`src/rtl/teclado_pkg.sv`:
```
`default_nettype none
// ============================================================================
//  Module      : teclado_pkg
//  Description : Shared constants, scan FSM state type and key helper
//                functions for the 3x4 keypad scan controller.
//  Revision    : 1.0  initial release
// ----------------------------------------------------------------------------
//  Contents
//    NUM_COLS, NUM_ROWS, KEY_W   keypad geometry and key-code width
//    scan_state_t                SCAN / DEBOUNCE / PRESSED / RELEASE
//    lowest_low_row()            index of the lowest active-low row
//    encode_key()                col*4 + row
//    col_drive()                 one-cold column drive pattern
// ============================================================================
package teclado_pkg;

   localparam int NUM_COLS = 3;
   localparam int NUM_ROWS = 4;
   localparam int KEY_W    = 4;

   typedef enum logic [1:0] {
      SCAN     = 2'd0,
      DEBOUNCE = 2'd1,
      PRESSED  = 2'd2,
      RELEASE  = 2'd3
   } scan_state_t;

   // Rows are active-low; the lowest-index low bit wins when several are low.
   function automatic logic [1:0] lowest_low_row(input logic [NUM_ROWS-1:0] rows);
      logic [1:0] r;
      r = 2'd0;
      for (int i = NUM_ROWS - 1; i >= 0; i--) begin
         if (!rows[i]) begin
            r = 2'(i);
         end
      end
      return r;
   endfunction

   // col*4 + row is exactly the concatenation {col, row} for a 4-row pad.
   function automatic logic [KEY_W-1:0] encode_key(input logic [1:0] col,
                                                   input logic [1:0] row);
      return {col, row};
   endfunction

   // Driven column is the only low bit.
   function automatic logic [NUM_COLS-1:0] col_drive(input logic [1:0] col);
      return ~(3'b001 << col);
   endfunction

endpackage : teclado_pkg
`default_nettype wire

```
`src/rtl/teclado_fifo.sv`:
```
`default_nettype none
// ============================================================================
//  Module      : teclado_fifo
//  Description : Synchronous show-ahead FIFO for key codes. The head entry is
//                always visible on o_head_data. A push into a full FIFO is
//                dropped and reported by a one-cycle overflow pulse, unless a
//                pop happens in the same cycle, in which case both proceed.
//  Revision    : 1.0  initial release
// ----------------------------------------------------------------------------
//  Ports
//    clk              in   system clock
//    reset            in   asynchronous active-high reset
//    i_push           in   write request
//    i_push_data      in   WIDTH  data to write
//    i_pop            in   read request (ignored while empty)
//    o_head_data      out  WIDTH  head entry
//    o_full           out  FIFO holds DEPTH entries
//    o_empty          out  FIFO holds no entries
//    o_count          out  $clog2(DEPTH)+1  occupancy
//    o_overflow_pulse out  a push was dropped this cycle
// ============================================================================
module teclado_fifo #(
   parameter int DEPTH = 4,
   parameter int WIDTH = 4
) (
   input  logic                     clk,
   input  logic                     reset,
   input  logic                     i_push,
   input  logic [WIDTH-1:0]         i_push_data,
   input  logic                     i_pop,
   output logic [WIDTH-1:0]         o_head_data,
   output logic                     o_full,
   output logic                     o_empty,
   output logic [$clog2(DEPTH):0]   o_count,
   output logic                     o_overflow_pulse
);

   localparam int                 c_aw    = $clog2(DEPTH);
   localparam logic [c_aw:0]      c_depth = (c_aw + 1)'(DEPTH);

   logic [WIDTH-1:0] r_mem [DEPTH];
   logic [c_aw-1:0]  r_wr_ptr;
   logic [c_aw-1:0]  r_rd_ptr;
   logic [c_aw:0]    r_count;

   logic w_pop_fire;
   logic w_push_fire;

   assign o_full  = (r_count == c_depth);
   assign o_empty = (r_count == '0);

   // When full, a simultaneous pop frees the slot the push writes into
   // (wr_ptr == rd_ptr), so the pair is accepted with no drop.
   assign w_pop_fire       = i_pop & ~o_empty;
   assign w_push_fire      = i_push & (~o_full | w_pop_fire);
   assign o_overflow_pulse = i_push & o_full & ~w_pop_fire;

   assign o_head_data = r_mem[r_rd_ptr];
   assign o_count     = r_count;

   always_ff @(posedge clk or posedge reset) begin
      if (reset) begin
         r_wr_ptr <= '0;
         r_rd_ptr <= '0;
         r_count  <= '0;
         for (int i = 0; i < DEPTH; i++) begin
            r_mem[i] <= '0;
         end
      end else begin
         if (w_push_fire) begin
            r_mem[r_wr_ptr] <= i_push_data;
            r_wr_ptr        <= r_wr_ptr + 1'b1;
         end
         if (w_pop_fire) begin
            r_rd_ptr <= r_rd_ptr + 1'b1;
         end
         case ({w_push_fire, w_pop_fire})
            2'b10:   r_count <= r_count + 1'b1;
            2'b01:   r_count <= r_count - 1'b1;
            default: r_count <= r_count;
         endcase
      end
   end

endmodule : teclado_fifo
`default_nettype wire

```
`src/rtl/teclado_scan_ctrl.sv`:
```
`default_nettype none
// ============================================================================
//  Module      : teclado_scan_ctrl
//  Description : Scan controller for the 3-column x 4-row bicycle-rack keypad.
//                Drives one column low per dwell period, samples the
//                synchronised rows at the end of each dwell, debounces press
//                and release, and queues key codes (col*4+row) in a
//                show-ahead FIFO popped through key_valid/key_pop.
//                Optional auto-repeat while a key is held is enabled by
//                defining TECLADO_AUTOREPEAT_EN.
//  Revision    : 1.0  initial release
// ----------------------------------------------------------------------------
//  Ports
//    clk                  in   system clock
//    reset                in   asynchronous active-high reset
//    entrada1..entrada4   in   row inputs, active-low, asynchronous
//    teclasalida          out  3  column drive, one-cold active-low
//    key_code             out  4  FIFO head code
//    key_valid            out  FIFO non-empty
//    key_pop              in   pop strobe
//    fifo_count           out  $clog2(FIFO_DEPTH)+1  occupancy
//    overflow             out  sticky: a key code was dropped
//    clr_overflow         in   clears overflow (a same-cycle set wins)
// ============================================================================
module teclado_scan_ctrl
   import teclado_pkg::*;
#(
   parameter int SCAN_DIV       = 50000,
   parameter int DEBOUNCE_SCANS = 4,
   parameter int FIFO_DEPTH     = 4,
   parameter int REPEAT_SCANS   = 64
) (
   input  logic                          clk,
   input  logic                          reset,
   input  logic                          entrada1,
   input  logic                          entrada2,
   input  logic                          entrada3,
   input  logic                          entrada4,
   output logic [NUM_COLS-1:0]           teclasalida,
   output logic [KEY_W-1:0]              key_code,
   output logic                          key_valid,
   input  logic                          key_pop,
   output logic [$clog2(FIFO_DEPTH):0]   fifo_count,
   output logic                          overflow,
   input  logic                          clr_overflow
);

   localparam int                    c_dwell_w   = $clog2(SCAN_DIV);
   localparam logic [c_dwell_w-1:0]  c_dwell_end = c_dwell_w'(SCAN_DIV - 1);
   localparam int                    c_deb_w     = $clog2(DEBOUNCE_SCANS + 1);
   localparam logic [c_deb_w-1:0]    c_deb_tgt   = c_deb_w'(DEBOUNCE_SCANS);

   // Elaboration-time parameter sanity check.
   if (SCAN_DIV < 4 || DEBOUNCE_SCANS < 1 || FIFO_DEPTH < 2 ||
       (FIFO_DEPTH & (FIFO_DEPTH - 1)) != 0 || REPEAT_SCANS < 1) begin : g_bad_params
      $error("teclado_scan_ctrl: illegal parameter value");
   end

   // ------------------------------------------------------------------
   // Row synchroniser
   // ------------------------------------------------------------------
   logic [NUM_ROWS-1:0] r_row_meta;
   logic [NUM_ROWS-1:0] r_row_s;

   always_ff @(posedge clk or posedge reset) begin
      if (reset) begin
         r_row_meta <= '1;
         r_row_s    <= '1;
      end else begin
         r_row_meta <= {entrada4, entrada3, entrada2, entrada1};
         r_row_s    <= r_row_meta;
      end
   end

   // ------------------------------------------------------------------
   // Scan state
   // ------------------------------------------------------------------
   scan_state_t           r_state;
   logic [1:0]            r_col;
   logic [NUM_COLS-1:0]   r_col_drive;
   logic [c_dwell_w-1:0]  r_dwell;
   logic [1:0]            r_cand_row;
   logic [c_deb_w-1:0]    r_deb_cnt;

   logic                  w_sample;
   logic                  w_any_low;
   logic [1:0]            w_low_row;
   logic                  w_match;
   logic [c_deb_w-1:0]    w_deb_next;
   logic                  w_deb_done;
   logic [1:0]            w_col_next;
   logic                  w_push;
   logic [1:0]            w_push_row;
   logic [KEY_W-1:0]      w_push_code;
   logic                  w_rep_done;

   assign w_sample   = (r_dwell == c_dwell_end);
   assign w_any_low  = (r_row_s != '1);
   assign w_low_row  = lowest_low_row(r_row_s);
   assign w_match    = w_any_low && (w_low_row == r_cand_row);
   assign w_deb_next = r_deb_cnt + 1'b1;
   assign w_deb_done = (w_deb_next == c_deb_tgt);
   assign w_col_next = (r_col == 2'(NUM_COLS - 1)) ? 2'd0 : r_col + 2'd1;

`ifdef TECLADO_AUTOREPEAT_EN
   // ------------------------------------------------------------------
   // Auto-repeat: count held samples in PRESSED, push every REPEAT_SCANS.
   // Held outside PRESSED at zero, which clears it on every entry.
   // ------------------------------------------------------------------
   localparam int                  c_rep_w   = $clog2(REPEAT_SCANS + 1);
   localparam logic [c_rep_w-1:0]  c_rep_tgt = c_rep_w'(REPEAT_SCANS);

   logic [c_rep_w-1:0] r_rep_cnt;
   logic [c_rep_w-1:0] w_rep_next;

   assign w_rep_next = r_rep_cnt + 1'b1;
   assign w_rep_done = (w_rep_next == c_rep_tgt);

   always_ff @(posedge clk or posedge reset) begin
      if (reset) begin
         r_rep_cnt <= '0;
      end else if (r_state != PRESSED) begin
         r_rep_cnt <= '0;
      end else if (w_sample && w_any_low) begin
         r_rep_cnt <= w_rep_done ? '0 : w_rep_next;
      end
   end
`else
   assign w_rep_done = 1'b0;
`endif

   // Push is combinational so it lands in the FIFO at the end of the
   // sample-point cycle; key_valid follows one edge later.
   always_comb begin
      w_push = 1'b0;
      if (w_sample) begin
         case (r_state)
            SCAN:     w_push = w_any_low && (DEBOUNCE_SCANS == 1);
            DEBOUNCE: w_push = w_match && w_deb_done;
            PRESSED:  w_push = w_any_low && w_rep_done;
            default:  w_push = 1'b0;
         endcase
      end
   end

   // In SCAN the candidate has not been latched yet, so use the live row.
   assign w_push_row  = (r_state == SCAN) ? w_low_row : r_cand_row;
   assign w_push_code = encode_key(r_col, w_push_row);

   always_ff @(posedge clk or posedge reset) begin
      if (reset) begin
         r_state     <= SCAN;
         r_col       <= 2'd0;
         r_col_drive <= col_drive(2'd0);
         r_dwell     <= '0;
         r_cand_row  <= 2'd0;
         r_deb_cnt   <= '0;
      end else begin
         r_dwell <= w_sample ? '0 : r_dwell + 1'b1;

         if (w_sample) begin
            case (r_state)
               SCAN: begin
                  if (!w_any_low) begin
                     r_col       <= w_col_next;
                     r_col_drive <= col_drive(w_col_next);
                  end else begin
                     r_cand_row <= w_low_row;
                     r_deb_cnt  <= c_deb_w'(1);
                     r_state    <= (DEBOUNCE_SCANS == 1) ? PRESSED : DEBOUNCE;
                  end
               end

               DEBOUNCE: begin
                  if (w_match) begin
                     r_deb_cnt <= w_deb_next;
                     if (w_deb_done) begin
                        r_state <= PRESSED;
                     end
                  end else begin
                     // Bounce: give up on this column and move on.
                     r_state     <= SCAN;
                     r_col       <= w_col_next;
                     r_col_drive <= col_drive(w_col_next);
                  end
               end

               PRESSED: begin
                  if (!w_any_low) begin
                     r_deb_cnt <= c_deb_w'(1);
                     if (DEBOUNCE_SCANS == 1) begin
                        r_state     <= SCAN;
                        r_col       <= w_col_next;
                        r_col_drive <= col_drive(w_col_next);
                     end else begin
                        r_state <= RELEASE;
                     end
                  end
               end

               RELEASE: begin
                  if (!w_any_low) begin
                     r_deb_cnt <= w_deb_next;
                     if (w_deb_done) begin
                        r_state     <= SCAN;
                        r_col       <= w_col_next;
                        r_col_drive <= col_drive(w_col_next);
                     end
                  end else begin
                     // Release bounce: the key is still the same press.
                     r_state <= PRESSED;
                  end
               end

               default: r_state <= SCAN;
            endcase
         end
      end
   end

   assign teclasalida = r_col_drive;

   // ------------------------------------------------------------------
   // Key FIFO and sticky overflow
   // ------------------------------------------------------------------
   logic w_fifo_empty;
   logic w_ovf_pulse;
   logic w_unused_fifo_full;
   logic r_overflow;

   teclado_fifo #(
      .DEPTH (FIFO_DEPTH),
      .WIDTH (KEY_W)
   ) u_fifo (
      .clk              (clk),
      .reset            (reset),
      .i_push           (w_push),
      .i_push_data      (w_push_code),
      .i_pop            (key_pop),
      .o_head_data      (key_code),
      .o_full           (w_unused_fifo_full),
      .o_empty          (w_fifo_empty),
      .o_count          (fifo_count),
      .o_overflow_pulse (w_ovf_pulse)
   );

   assign key_valid = ~w_fifo_empty;

   always_ff @(posedge clk or posedge reset) begin
      if (reset) begin
         r_overflow <= 1'b0;
      end else if (w_ovf_pulse) begin
         r_overflow <= 1'b1;
      end else if (clr_overflow) begin
         r_overflow <= 1'b0;
      end
   end

   assign overflow = r_overflow;

endmodule : teclado_scan_ctrl
`default_nettype wire

```
`config.mk`:
```
export PLATFORM = sky130hd
export DESIGN_NAME = teclado_scan_ctrl
export DESIGN_NICKNAME = d
export VERILOG_FILES = /design/src/rtl/teclado_pkg.sv /design/src/rtl/teclado_fifo.sv /design/src/rtl/teclado_scan_ctrl.sv
export SDC_FILE = /design/constraint.sdc
export NUM_CORES = 1
export LEC_CHECK = 0
export ABC_AREA = 1
export BUFFER_PORTS_ARGS = -buffer_cell sky130_fd_sc_hd__buf_2
export CAP_MARGIN = 30
export CORE_MARGIN = 4
export CORE_UTILIZATION = 40
export DETAILED_ROUTE_END_ITERATION = 10
export GPL_TIMING_DRIVEN = 0
export MAX_ROUTING_LAYER = met4
export SLEW_MARGIN = 20
export SYNTH_ARGS = -nofsm -noshare
export SYNTH_HDL_FRONTEND = slang
export SYNTH_SLANG_ARGS = --single-unit
```
`constraint.sdc`:
```
create_clock -name clk -period 2.96 [get_ports clk]
set_input_delay 0.888 -clock clk [delete_from_list [all_inputs] [get_ports clk]]
set_output_delay 0.888 -clock clk [all_outputs]
set_load 0.005 [all_outputs]
```
==> flow_metrics.py <==
metrics = {
    "timing": {
        "fin_crit_sh": 0.821,
        "worst_pin_slew_ns": 0.641,
        "setup-violations-final": 0,
        "rsz0062_at_grt": "false",
        "hold_violations": 0,
        "whs_ns": 0.355,
        "worst_slack_ns": 0.530,
        "skew_ns": 0.0107,
        "maxSlewViolCount": 0,
        "setup_tns_ns": 0,
        "period_needed_ns": 2.43,
        "max_freq_mhz": 412,
        "relSlewSlack": 0.568,
    },
    "route": {
        "drt_iter0_drc": 80,
        "firstDrtPassIters": 4,
        "wl_per_cell_um": 11.5,
        "vias": 2326,
        "post-route-drc-count": 0,
        "ant_nets": 0,
        "routed_wl_mm": 5.65,
        "wl_met1_mm": 2.75,
        "top_layer": "met4",
        "viasPerCell": 4.74,
        "wl_met3_um": 176,
        "wl_met2_mm": 2.68,
    },
    "yosys": {
        "synth_area_leaders": "dfrtp_1 42%, nand2_1 12%, dfstp_2 8.8%, inv_1 5.7%, nand3_1 5.5%",
        "synth_edf_count": 0,
        "synthFlopType": "dfrtp_1",
        "synth_warnings": 0,
        "ys_seq_area_frac": 0.506,
        "avgSynthCellArea_um2": 8.40,
        "synth_nets": 373,
        "yosys-top-cells-count": "94 x nand2_1, 50 x dfrtp_1, 45 x inv_1, 33 x nand3_1, 30 x nor2_1",
        "synthArstFlopShare": 1.00,
        "yosysTopAreaCellShare": 0.419,
        "synth_cells": 356,
        "netlist_area_um2": 2990,
        "synth_cell_types": 30,
        "synth_top_area_cell": "dfrtp_1",
        "synth_seq_cells": 60,
        "synth.most_common_cell": "nand2_1",
    },
    "worst_setup_path": {
        "cp_data_required_time_ns": 2.07,
        "max_stage_delay_ns": 0.34,
        "crit_type": "flip-flop to output port",
        "critical_path_arrival_ns": 1.54,
        "worstSetupStartpointType": "flip-flop",
        "crit_start": "u_fifo.r_rd_ptr[0]$_DFFE_PP0P_",
        "crit_path_max_fanout": 10,
        "worstPathCellList": "clkbuf_1, o21ai_0, o22ai_1, buf_2",
        "cp_slowest_cell": "dfrtp_1",
        "critPathCaptureType": "output port",
        "rr_worst_depth": 12,
        "reg2reg_from": "r_dwell[0]$_DFF_PP0_",
    },
    "min_path": {
        "hp-class": "flip-flop to flip-flop",
        "worstHoldPathCells": 0,
        "hold_start": "r_row_meta[3]$_DFF_PP1_",
    },
    "clock_network": {
        "clock_latency_ns": 0.33,
        "cts_buffers": 9,
        "htree_levels": 3,
        "cts_setup_buffers": 0,
        "postCtsResizedCells": 0,
        "path_clk_slew_ns": 0.07,
        "cts.sinks": 60,
        "holdBufCountCts": 0,
        "max-clock-path-buffers": 2,
        "cts_tree": "done",
        "cts-root-buf": "clkbuf_8",
    },
    "placed_design": {
        "place_hpwl_mm": 4.23,
        "pre_cts_ws_ns": 0.473,
        "port_buffers": 19,
        "gp_congestion": 0.868,
    },
    "die": {
        "core_area_um2": 7250,
        "die_h_um": 94.4,
        "initial_core_util": 0.412,
        "die-area_um2": 8920,
        "ioPinCount": 20,
        "fp-row-count": 31,
        "die_w_um": 94.4,
    },
    "power": {
        "p_per_area_nw_per_um2": 570,
        "vdd_drop_max_uv": 386,
        "power.total_mw": 1.95,
        "leakage_nw": 1.77,
    },
    "global_route": {
        "grt.total_usage": 0.148,
        "grt_pass1_wl_mm": 9.99,
        "antenna_found_initial": 0,
        "grt-ovfl-total": 0,
        "first_global_vias": 2192,
        "grt_max_degree": 50,
    },
    "finish": {
        "num_antenna_cells": 0,
        "drive_above_1_share": 0.168,
        "finalNetCount": 404,
        "area_growth_pct": 14.5,
    },
    "run": {
        "drv_cap": 0,
    },
    "outcome": {
        "status": "finished, final reports clean",
    },
}
-- layout make-up --
class,instances,area [um2]
flip-flops and latches,60,1510
fillers,755,3830
plain buffers,3,30.0
clock inverters,4,50.0
clock buffers,12,135
inverters,51,196
well taps,99,124
multi-input cells,242,1250
repair buffers,20,123
-- metal layers --
layer | vias up | global-route usage
li1 | 1197 | -
met1 | 1092 | 0.191
met2 | 30 | 0.222
met3 | 7 | 0.0550
met4 | 0 | 0.0397
met5 | - | -
-- state kept, by name (all words and copies together) (netlist names) --
register and cells:
u_fifo.r_wr_ptr 2, r_dwell 16, r_row_s 4, r_col 2, r_row_meta 4, u_fifo.r_rd_ptr 2
overflow 1, teclasalida 3, u_fifo.r_mem 16, r_cand_row 2, r_deb_cnt 3, u_fifo.o_count 3
r_state 2
-- report_power, final --
group | switching (mW) | total, mW | internal, mW
clock network | 0.316 | 0.704 | 0.388
registers | 0.0325 | 0.900 | 0.867
logic | 0.205 | 0.346 | 0.141
total | 0.553 | 1.95 | 1.40
-- worst max-delay path: cells and delay by family, from the launching register on --
kind            cells  cell delay [ns]
buf+inv             2             0.46
compound gates      2             0.41
flops               1             0.34
-- worst paths after layout --
path | slack, ns | endpoint
max in group asynchronous | 1.96 | r_row_s[0]$_DFF_PP1_
worst max register to register | 0.70 | u_fifo.o_count[2]$_DFFE_PP0P_
min in group asynchronous | 0.46 | r_dwell[2]$_DFF_PP0_
worst min-delay path | 0.36 | r_row_s[3]$_DFF_PP1_
worst min register to register | 0.36 | r_row_s[3]$_DFF_PP1_
worst max-delay path | 0.53 | key_code[2]
-- logic make-up after synthesis --
| family | after synthesis | synth area share |
|---|---|---|
| compound gates | 35 | 0.0611 |
| xor+xnor | 12 | 0.0352 |
| fa+ha+maj | 9 | 0.0402 |
| buf+inv | 54 | 0.0749 |
| flops | 60 | 0.506 |
| simple gates | 186 | 0.282 |
-- cells in the final DEF, fill, tap and decap left out, drive strengths merged --
cell / count
clkbuf: 13
clkinv: 3
nand4: 7
dfstp: 10
nand3: 34
a21oi: 4
nor2: 36
o21ai: 25
nand2: 99
dfrtp: 50
nor3: 5
xor2: 11
ha: 8
or2: 2
bufinv: 1
clkinvlp: 2
a31oi: 1
o22ai: 5
inv: 49
nor3b: 1
fa: 1
nor4: 2
xnor2: 1
buf: 22
-- per-stage QoR --
stage / utilization / std cells / instance area (um2)
after global placement: 0.442 / 474 / 3210
final: 0.472 / 491 / 3420
after floorplan: - / 356 / 2990
after CTS: 0.472 / 491 / 3420
after global routing: 0.472 / 491 / 3420
after detailed placement: 0.446 / 475 / 3240
No activity file was read; power rests on OpenSTA's default activity.
